[src/rtl/cpu_ctrl_pkg.sv]
// cpu_ctrl_pkg: shared definitions for the instruction sequencer.
//   - opcode/op field encodings of the instruction set
//   - sequencer state and instruction-class encodings
//   - mem_cmd, vsel and one-hot nsel output codes
//   - decode(): maps an opcode/op pair to the first post-DEC state
package cpu_ctrl_pkg;

  localparam logic [2:0] OPC_LDR  = 3'b011;
  localparam logic [2:0] OPC_STR  = 3'b100;
  localparam logic [2:0] OPC_ALU  = 3'b101;
  localparam logic [2:0] OPC_MOV  = 3'b110;
  localparam logic [2:0] OPC_HALT = 3'b111;

  localparam logic [1:0] OP_MOV_REG = 2'b00;
  localparam logic [1:0] OP_MOV_IMM = 2'b10;
  localparam logic [1:0] OP_ADD     = 2'b00;
  localparam logic [1:0] OP_CMP     = 2'b01;
  localparam logic [1:0] OP_AND     = 2'b10;
  localparam logic [1:0] OP_MVN     = 2'b11;
  localparam logic [1:0] OP_MEM     = 2'b00;

  localparam logic [1:0] MEM_NONE  = 2'b00;
  localparam logic [1:0] MEM_READ  = 2'b01;
  localparam logic [1:0] MEM_WRITE = 2'b10;

  localparam logic [1:0] VSEL_C     = 2'b00;
  localparam logic [1:0] VSEL_IMM   = 2'b01;
  localparam logic [1:0] VSEL_MDATA = 2'b10;

  localparam logic [2:0] NSEL_NONE = 3'b000;
  localparam logic [2:0] NSEL_RM   = 3'b001;
  localparam logic [2:0] NSEL_RD   = 3'b010;
  localparam logic [2:0] NSEL_RN   = 3'b100;

  typedef enum logic [4:0] {
    S_RST     = 5'd0,
    S_IF      = 5'd1,
    S_UPC     = 5'd2,
    S_DEC     = 5'd3,
    S_WAIT    = 5'd4,
    S_WR_IMM  = 5'd5,
    S_GET_A   = 5'd6,
    S_GET_B   = 5'd7,
    S_PASS    = 5'd8,
    S_ALU     = 5'd9,
    S_CMP     = 5'd10,
    S_WR_C    = 5'd11,
    S_ADDR    = 5'd12,
    S_LD_ADDR = 5'd13,
    S_MEM_RD  = 5'd14,
    S_WR_M    = 5'd15,
    S_GET_RD  = 5'd16,
    S_MEM_WR  = 5'd17,
    S_HALT    = 5'd18,
    S_ILL     = 5'd19
  } state_e;

  // Instruction class latched in DEC; it steers the shared states
  // (GET_A, GET_B, PASS, LD_ADDR) once opcode/op are no longer looked at.
  typedef enum logic [2:0] {
    K_MOV_REG = 3'd0,
    K_ALU     = 3'd1,
    K_CMP     = 3'd2,
    K_LDR     = 3'd3,
    K_STR     = 3'd4
  } kind_e;

  typedef struct packed {
    state_e next;
    kind_e  kind;
  } dec_t;

  function automatic dec_t decode(input logic [2:0] opcode, input logic [1:0] op);
    dec_t d;
    d.next = S_ILL;
    d.kind = K_ALU;
    case (opcode)
      OPC_MOV: begin
        if (op == OP_MOV_IMM) begin
          d.next = S_WR_IMM;
        end else if (op == OP_MOV_REG) begin
          d.next = S_GET_B;
          d.kind = K_MOV_REG;
        end
      end
      OPC_ALU: begin
        d.next = S_GET_A;
        case (op)
          OP_CMP:                 d.kind = K_CMP;
          OP_ADD, OP_AND, OP_MVN: d.kind = K_ALU;
        endcase
      end
      OPC_LDR: begin
        if (op == OP_MEM) begin
          d.next = S_GET_A;
          d.kind = K_LDR;
        end
      end
      OPC_STR: begin
        if (op == OP_MEM) begin
          d.next = S_GET_A;
          d.kind = K_STR;
        end
      end
      OPC_HALT: d.next = S_HALT;
      default:  d.next = S_ILL;
    endcase
    return d;
  endfunction

endpackage

[src/rtl/cpu_ctrl_wait_cnt.sv]
// cpu_ctrl_wait_cnt: dwell counter for memory-read states.
//   clk, reset : clock, synchronous active-high reset
//   clr_i      : force the count to zero (has priority over inc_i)
//   inc_i      : advance the count by one
//   done_o     : count has reached MEM_WAIT (the final cycle of the dwell)
// MEM_WAIT is legal 0..3; the 2-bit counter cannot represent more.
module cpu_ctrl_wait_cnt #(
  parameter int unsigned MEM_WAIT = 1
) (
  input  logic clk,
  input  logic reset,
  input  logic clr_i,
  input  logic inc_i,
  output logic done_o
);

  localparam logic [1:0] LAST = 2'(MEM_WAIT);

  logic [1:0] cnt_q, cnt_d;

  always_comb begin
    cnt_d = cnt_q;
    if (clr_i) begin
      cnt_d = 2'd0;
    end else if (inc_i) begin
      cnt_d = cnt_q + 2'd1;
    end
  end

  always_ff @(posedge clk) begin
    if (reset) begin
      cnt_q <= 2'd0;
    end else begin
      cnt_q <= cnt_d;
    end
  end

  assign done_o = (cnt_q == LAST);

endmodule

[src/rtl/cpu_controller.sv]
// cpu_controller: Moore sequencer for register file, ALU, PC and memory
// interface controls of the MOV/ADD/CMP/AND/MVN/LDR/STR/HALT datapath.
//   clk, reset        : clock, synchronous active-high reset
//   s                 : start (legacy mode, looked at only in WAIT)
//   opcode, op        : instruction fields, looked at only in DEC
//   w, halted, illegal: status (WAIT, HALT, one-cycle undefined-encoding pulse)
//   nsel, write, vsel : register-file select (one-hot), write enable, wb source
//   loada/b/c/s       : datapath register loads; asel/bsel ALU operand selects
//   load_ir, load_pc, reset_pc, load_addr, addr_sel, mem_cmd : fetch/memory controls
// AUTO_FETCH=1 fetches through PC/memory; 0 uses the s/w handshake.
// MEM_WAIT (0..3) is the number of extra cycles a memory read needs.
//
// state   | meaning
// --------+---------------------------------------------------------
// RST     | PC forced to 0 (auto-fetch reset state)
// IF      | instruction read at PC, MEM_WAIT+1 cycles, IR load on last
// UPC     | PC increment
// WAIT    | legacy idle, waiting for s (legacy reset state)
// DEC     | opcode/op sampled, instruction class latched
// WR_IMM  | Rn <= sximm8
// GET_A   | A <= Rn
// GET_B   | B <= Rm
// PASS    | C <= B (A forced to zero)
// ALU     | C <= A op B
// CMP     | status flags <= A - B
// WR_C    | Rd <= C
// ADDR    | C <= A + sximm5
// LD_ADDR | data address <= C
// MEM_RD  | data read at address, MEM_WAIT+1 cycles
// WR_M    | Rd <= mdata
// GET_RD  | B <= Rd (store data)
// MEM_WR  | data write, 1 cycle
// HALT    | stopped until reset
// ILL     | undefined encoding, one-cycle flag, no side effects
module cpu_controller
  import cpu_ctrl_pkg::*;
#(
  parameter bit          AUTO_FETCH = 1'b1,
  parameter int unsigned MEM_WAIT   = 1
) (
  input  logic       clk,
  input  logic       reset,
  input  logic       s,
  input  logic [2:0] opcode,
  input  logic [1:0] op,
  output logic       w,
  output logic [2:0] nsel,
  output logic       write,
  output logic       loada,
  output logic       loadb,
  output logic       loadc,
  output logic       loads,
  output logic       asel,
  output logic       bsel,
  output logic [1:0] vsel,
  output logic       load_ir,
  output logic       load_pc,
  output logic       reset_pc,
  output logic       load_addr,
  output logic       addr_sel,
  output logic [1:0] mem_cmd,
  output logic       halted,
  output logic       illegal
);

  localparam state_e S_BOOT = AUTO_FETCH ? S_RST : S_WAIT;
  // Where every finished instruction returns to.
  localparam state_e S_HOME = AUTO_FETCH ? S_IF : S_WAIT;

  state_e state_q, state_d;
  kind_e  kind_q, kind_d;
  dec_t   dec_w;
  logic   dwell;
  logic   wait_done;

  assign dec_w = decode(opcode, op);
  assign dwell = (state_q == S_IF) || (state_q == S_MEM_RD);

  // The counter sits at zero outside IF/MEM_RD and is zeroed again on the
  // last dwell cycle, so every entry into a dwell state starts from zero.
  cpu_ctrl_wait_cnt #(
    .MEM_WAIT(MEM_WAIT)
  ) u_wait_cnt (
    .clk   (clk),
    .reset (reset),
    .clr_i (!dwell || wait_done),
    .inc_i (dwell && !wait_done),
    .done_o(wait_done)
  );

  always_comb begin
    state_d = state_q;
    kind_d  = kind_q;
    case (state_q)
      S_RST:     state_d = S_IF;
      S_IF:      if (wait_done) state_d = S_UPC;
      S_UPC:     state_d = S_DEC;
      S_WAIT:    if (s) state_d = S_DEC;
      S_DEC: begin
        state_d = dec_w.next;
        kind_d  = dec_w.kind;
      end
      S_GET_A:   state_d = (kind_q == K_LDR || kind_q == K_STR) ? S_ADDR : S_GET_B;
      S_GET_B: begin
        case (kind_q)
          K_MOV_REG: state_d = S_PASS;
          K_CMP:     state_d = S_CMP;
          default:   state_d = S_ALU;
        endcase
      end
      S_PASS:    state_d = (kind_q == K_STR) ? S_MEM_WR : S_WR_C;
      S_ALU:     state_d = S_WR_C;
      S_ADDR:    state_d = S_LD_ADDR;
      S_LD_ADDR: state_d = (kind_q == K_LDR) ? S_MEM_RD : S_GET_RD;
      S_MEM_RD:  if (wait_done) state_d = S_WR_M;
      S_GET_RD:  state_d = S_PASS;
      S_HALT:    state_d = S_HALT;
      S_WR_IMM, S_WR_C, S_CMP, S_WR_M, S_MEM_WR, S_ILL: state_d = S_HOME;
      default:   state_d = S_BOOT;
    endcase
  end

  always_ff @(posedge clk) begin
    if (reset) begin
      state_q <= S_BOOT;
      kind_q  <= K_ALU;
    end else begin
      state_q <= state_d;
      kind_q  <= kind_d;
    end
  end

  always_comb begin
    w         = 1'b0;
    nsel      = NSEL_NONE;
    write     = 1'b0;
    loada     = 1'b0;
    loadb     = 1'b0;
    loadc     = 1'b0;
    loads     = 1'b0;
    asel      = 1'b0;
    bsel      = 1'b0;
    vsel      = VSEL_C;
    load_ir   = 1'b0;
    load_pc   = 1'b0;
    reset_pc  = 1'b0;
    load_addr = 1'b0;
    addr_sel  = 1'b0;
    mem_cmd   = MEM_NONE;
    halted    = 1'b0;
    illegal   = 1'b0;
    case (state_q)
      S_RST: begin
        reset_pc = 1'b1;
        load_pc  = 1'b1;
      end
      S_IF: begin
        addr_sel = 1'b1;
        mem_cmd  = MEM_READ;
        load_ir  = wait_done;
      end
      S_UPC:  load_pc = 1'b1;
      S_WAIT: w = 1'b1;
      S_WR_IMM: begin
        nsel  = NSEL_RN;
        vsel  = VSEL_IMM;
        write = 1'b1;
      end
      S_GET_A: begin
        nsel  = NSEL_RN;
        loada = 1'b1;
      end
      S_GET_B: begin
        nsel  = NSEL_RM;
        loadb = 1'b1;
      end
      S_PASS: begin
        asel  = 1'b1;
        loadc = 1'b1;
      end
      S_ALU:  loadc = 1'b1;
      S_CMP:  loads = 1'b1;
      S_WR_C: begin
        nsel  = NSEL_RD;
        vsel  = VSEL_C;
        write = 1'b1;
      end
      S_ADDR: begin
        bsel  = 1'b1;
        loadc = 1'b1;
      end
      S_LD_ADDR: load_addr = 1'b1;
      S_MEM_RD:  mem_cmd = MEM_READ;
      S_WR_M: begin
        nsel  = NSEL_RD;
        vsel  = VSEL_MDATA;
        write = 1'b1;
      end
      S_GET_RD: begin
        nsel  = NSEL_RD;
        loadb = 1'b1;
      end
      S_MEM_WR: mem_cmd = MEM_WRITE;
      S_HALT:   halted = 1'b1;
      S_ILL:    illegal = 1'b1;
      default:  ;
    endcase
  end

endmodule

[config.mk]
export PLATFORM = sky130hd
export DESIGN_NAME = cpu_controller
export DESIGN_NICKNAME = d
export VERILOG_FILES = /design/src/rtl/cpu_ctrl_pkg.sv /design/src/rtl/cpu_ctrl_wait_cnt.sv /design/src/rtl/cpu_controller.sv
export SDC_FILE = /design/constraint.sdc
export NUM_CORES = 1
export LEC_CHECK = 0
export ABC_AREA = 1
export BUFFER_PORTS_ARGS = -buffer_cell sky130_fd_sc_hd__buf_2
export CAP_MARGIN = 20
export CORE_MARGIN = 4
export CORE_UTILIZATION = 53
export DETAILED_ROUTE_END_ITERATION = 8
export PLACE_DENSITY = 0.84
export RECOVER_POWER = 50
export SLEW_MARGIN = 20
export SYNTH_ARGS = -nofsm -noshare
export SYNTH_HDL_FRONTEND = slang
export SYNTH_SLANG_ARGS = --single-unit
[constraint.sdc]
create_clock -name clk -period 3.4 [get_ports clk]
set_input_delay 0.34 -clock clk [delete_from_list [all_inputs] [get_ports clk]]
set_output_delay 0.34 -clock clk [all_outputs]
set_load 0.01 [all_outputs]
Word level (Yosys, flattened, before mapping)
Index checks and enable logic that the tools add are counted.

word-level totals
  bits in registers = 10
  bits in latches = 0
  RAM bits = 0
  ROM bits = 0
  input bits = 8
  output and inout port bits = 22
  memories = 0

operators by class
  add/sub/neg operators = 1
  multipliers = 0
  divide/modulo/power cells = 0
  order comparisons = 0
  eq/ne operators = 34
  shift operators = 0
  mux-type cells = 34
  bitwise operators = 0
  reductions and logical operators = 20

operator list
  cell                                                                   number
  5-bit one-hot mux with 14 select lines                                 1
  5-bit by 4-bit equality test with 1-bit output, second input constant  8
  5-bit 2-to-1 mux                                                       6
  5-bit one-hot mux with 5 select lines                                  1
  8-bit 2-to-1 mux                                                       3
  5-bit by 3-bit equality test with 1-bit output, second input constant  4
  5-bit equality test, second input constant                             4
  3-bit equality test, second input constant                             5
  1-bit 2-to-1 mux                                                       15
  2-bit one-hot mux with 2 select lines                                  3
  3-bit one-hot mux with 4 select lines                                  1
  3-bit OR reduction                                                     4
  5-bit by 2-bit equality test with 1-bit output, second input constant  2
  2-bit OR reduction                                                     5
  3-bit by 2-bit equality test with 1-bit output, second input constant  3
  3-bit one-hot mux with 3 select lines                                  1
  7-bit OR reduction                                                     1
  2-bit inequality test, second input constant                           3
  3-bit one-hot mux with 2 select lines                                  1
  5-bit by 1-bit equality test with 1-bit output, second input constant  1
  5-bit zero test                                                        1
  2-bit by 1-bit equality test with 1-bit output, second input constant  2
  2-bit equality test, second input constant                             2
  4-bit 2-to-1 mux                                                       1
  other kinds (8)                                                        11

Longest topological paths before layout
  depth after elaboration = 5
  gate-level depth with buffers = 10

Modules after synthesis
From an unflattened synthesis, not the netlist that was laid out.

unflattened totals
  cells, all modules = 175
  area total of the unflattened synthesis = 978.4 sq um

by module, submodules not included
  module             times used  cells an instance  area each (sq um)  seq. area each (sq um)
  cpu_controller     1           162                884.6              160.2
  cpu_ctrl_wait_cnt  1           13                 93.8               40.0

Worst setup path after synthesis
Ideal clock, no wire load.

  path kind = register -> output
  from = register state_q[3]
  to = output reset_pc
  arrival = 999 ps
  data required time = 3,060 ps
  setup slack = 2,061 ps
  stages on the path, launching flop included = 6
  path buffers = 0
  path through = dfxtp_1 nor2_2 nand2_2 nor2_1 nand2_1 inv_1

on the way
  longest elaborated chain between the ends = 2

ends and longest elaborated chain
  element                 RTL line               text
  start, declared         cpu_controller.sv:70   state_e state_q, state_d;
  start signal, assigned  cpu_controller.sv:128  state_q <= state_d;
  5-bit zero test         cpu_controller.sv:152  case (state_q)
  1-bit 2-to-1 mux        cpu_controller.sv:152
  end, declared           cpu_controller.sv:58   output logic reset_pc,

Every way passes these cells.

Final worst setup path
  from = register state_q[0]
  to = output asel

on the way
  longest elaborated chain between the ends = 2

ends and longest elaborated chain
  element                                         RTL line               text
  5-bit by 4-bit equality test with 1-bit output  cpu_controller.sv:152
  1-bit 2-to-1 mux                                cpu_controller.sv:152
  end, declared                                   cpu_controller.sv:53   output logic asel,

Every way passes these cells.

==> qor.yml <==
min_period_over_period_pct: 53.52
ctsHoldBuffers: 0
syn-cell-area_um2: 887.1
num_rows: 14
ys_top_cells_by_area: "dfxtp_1 (23%), nand2_1 (14%), nor2_1 (14%)"
fin_crit_ns: 1.820
status: "complete, no violations"
setup_violations: 0
drive_gt1_share_pct: 20.83
critPathMaxFanout: 5
cts_made_buffers: 3
synthesis.nets: 169
rsz0062_at_grt: "no"
path_class: "reg -> out"
die_area_um2: 2392
dp_hpwl_mm: 1.959
layout_commonest_cell: "nor2_1"
p_per_area_nw_per_um2: 561.0
die_x_um: 48.91
yosysSeqAreaShare_pct: 22.57
place_ws_ns: 1.963
portBuffers: 29
clk_latency_ns: 0.27
nFillCells: 150
cts.htree.levels: 1
syn2layout_area_growth_pct: 19.89
ys_ff_latch: 10
core_area_um2: 1541
hold_class: "in -> reg"
dieHeight_um: 48.91
antenna_found_initial: 0
tns_ns: 0
synth_area_leader_cell: "dfxtp_1"
dr.pass1.iters: 4
place.gp.congestion: 0.9381
antenna_left: 0
fin_ws_ns: 1.580
max-vdd-ir-drop_v: 0.0003461
tritoncts: "built"
syn_avg_cell_area_um2: 5.544
max_slew_margin_pct: 74.17
end_kind: "output pin"
overflow: 0
p_total_mw: 0.5966
drv_slew: 0
drc: 0
ios: 30
required_ns: 3.06
n_antenna_cell: 0
ctsResizeCount: 0
syn_inst: 160
most-common-layout-cells: "nor2_1 (36), nand2_1 (34), inv_1 (26)"
worstMarginPinSlew_ns: 0.3860
max_freq_ghz: 0.5495
viasPerCell: 5.240
finalHoldViolCount: 0
grt_max_degree: 9
wl_per_cell_um: 11.69
wirelength_mm: 2.431
first_global_vias: 955
grt.total_usage_pct: 19.89
cts_root_buf: "clkbuf_4"
drt-initial-drc-count: 32
finalNetCount: 202
start_kind: "flip-flop"
p_leak_nw: 0.5828
netlist.area_leader.share_pct: 22.57
post_cts_buffers: 0
vias: 1090
max-clock-path-buffers: 2
dp.cells: 204
arrival_ns: 1.48
clk_pin_slew_ns: 0.07
grt_pass1_wl_mm: 3.857
ys_types: 24
initial_core_util_pct: 57.55
clock_skew_ns: 0.0005772
holdWs_ns: 0.3383
fin_cells: 208
maxCapViolations: 0
clkSinkCount: 10
yosysWarnings: 0
==> cell families after synthesis <==
kind of cell,synth area share [%]
AO/OA/AOI/OAI,13.82
adder cells (fa/ha/maj),1.410
buffers and inverters,13.12
flip-flops,22.57
AND/OR/NAND/NOR,49.08
==> per-stage QoR <==
stage	util (%)	cell area (µm²)
after floorplan	-	887.1
after global placement	68.02	1049
after detailed placement	68.02	1049
after CTS	70.37	1085
after global routing	68.99	1064
final	68.99	1064
==> critical path, stage by stage, from the launching register on <==
cell      delay [ns]
dfxtp_1         0.36
nor2_1          0.26
clkinv_1        0.18
nor2_1          0.24
buf_2           0.18
==> state kept, by name, summed over array words and instances (netlist names) <==
register / count
state_q: 5
kind_q: 3
u_wait_cnt.cnt_q: 2
==> routing by layer <==
layer / global-route usage [%] / share of wire, %
met5: 0 / 0
met4: 8.072 / 1.2
met3: 6.116 / 7.7
met2: 34.78 / 48
met1: 21.96 / 43
==> cells in the mapped netlist (all sizes together) <==
cell type / count
ha: 1
a31oi: 2
nand4: 2
nor3: 1
nand3: 16
a41oi: 1
o31ai: 1
buf: 1
a21oi: 8
dfxtp: 10
nand2: 38
o21ai: 5
nor2: 40
inv: 30
o211ai: 2
a211oi: 1
o22ai: 1
==> layout make-up <==
cell class                 instances  area, µm²  area share [%]
tap                               16      20.02           1.882
inverter                          30      112.6           10.59
clock buffer                       4      36.28           3.412
sequential                        10      200.2           18.82
multi-input combinational        119      555.5           52.24
timing repair buffer              29      138.9           13.06
==> final timing paths <==
kind,startpoint,end,slack [ns],cells after the start
worst max-delay path,state_q[0],asel,1.58,4
worst min-delay path,reset,state_q[2],0.34,2
worst max register to register,state_q[2],state_q[0],1.64,9
worst min register to register,u_wait_cnt.cnt_q[0],u_wait_cnt.cnt_q[0],0.44,1
==> where the power goes <==
part	switching [mW]	leakage (nW)	internal (mW)	total, mW
clock	0.0444	0.0210	0.0651	0.110
sequential	0.0270	0.0814	0.141	0.168
combinational	0.214	0.481	0.105	0.319
(Power assumes the default switching activity.)
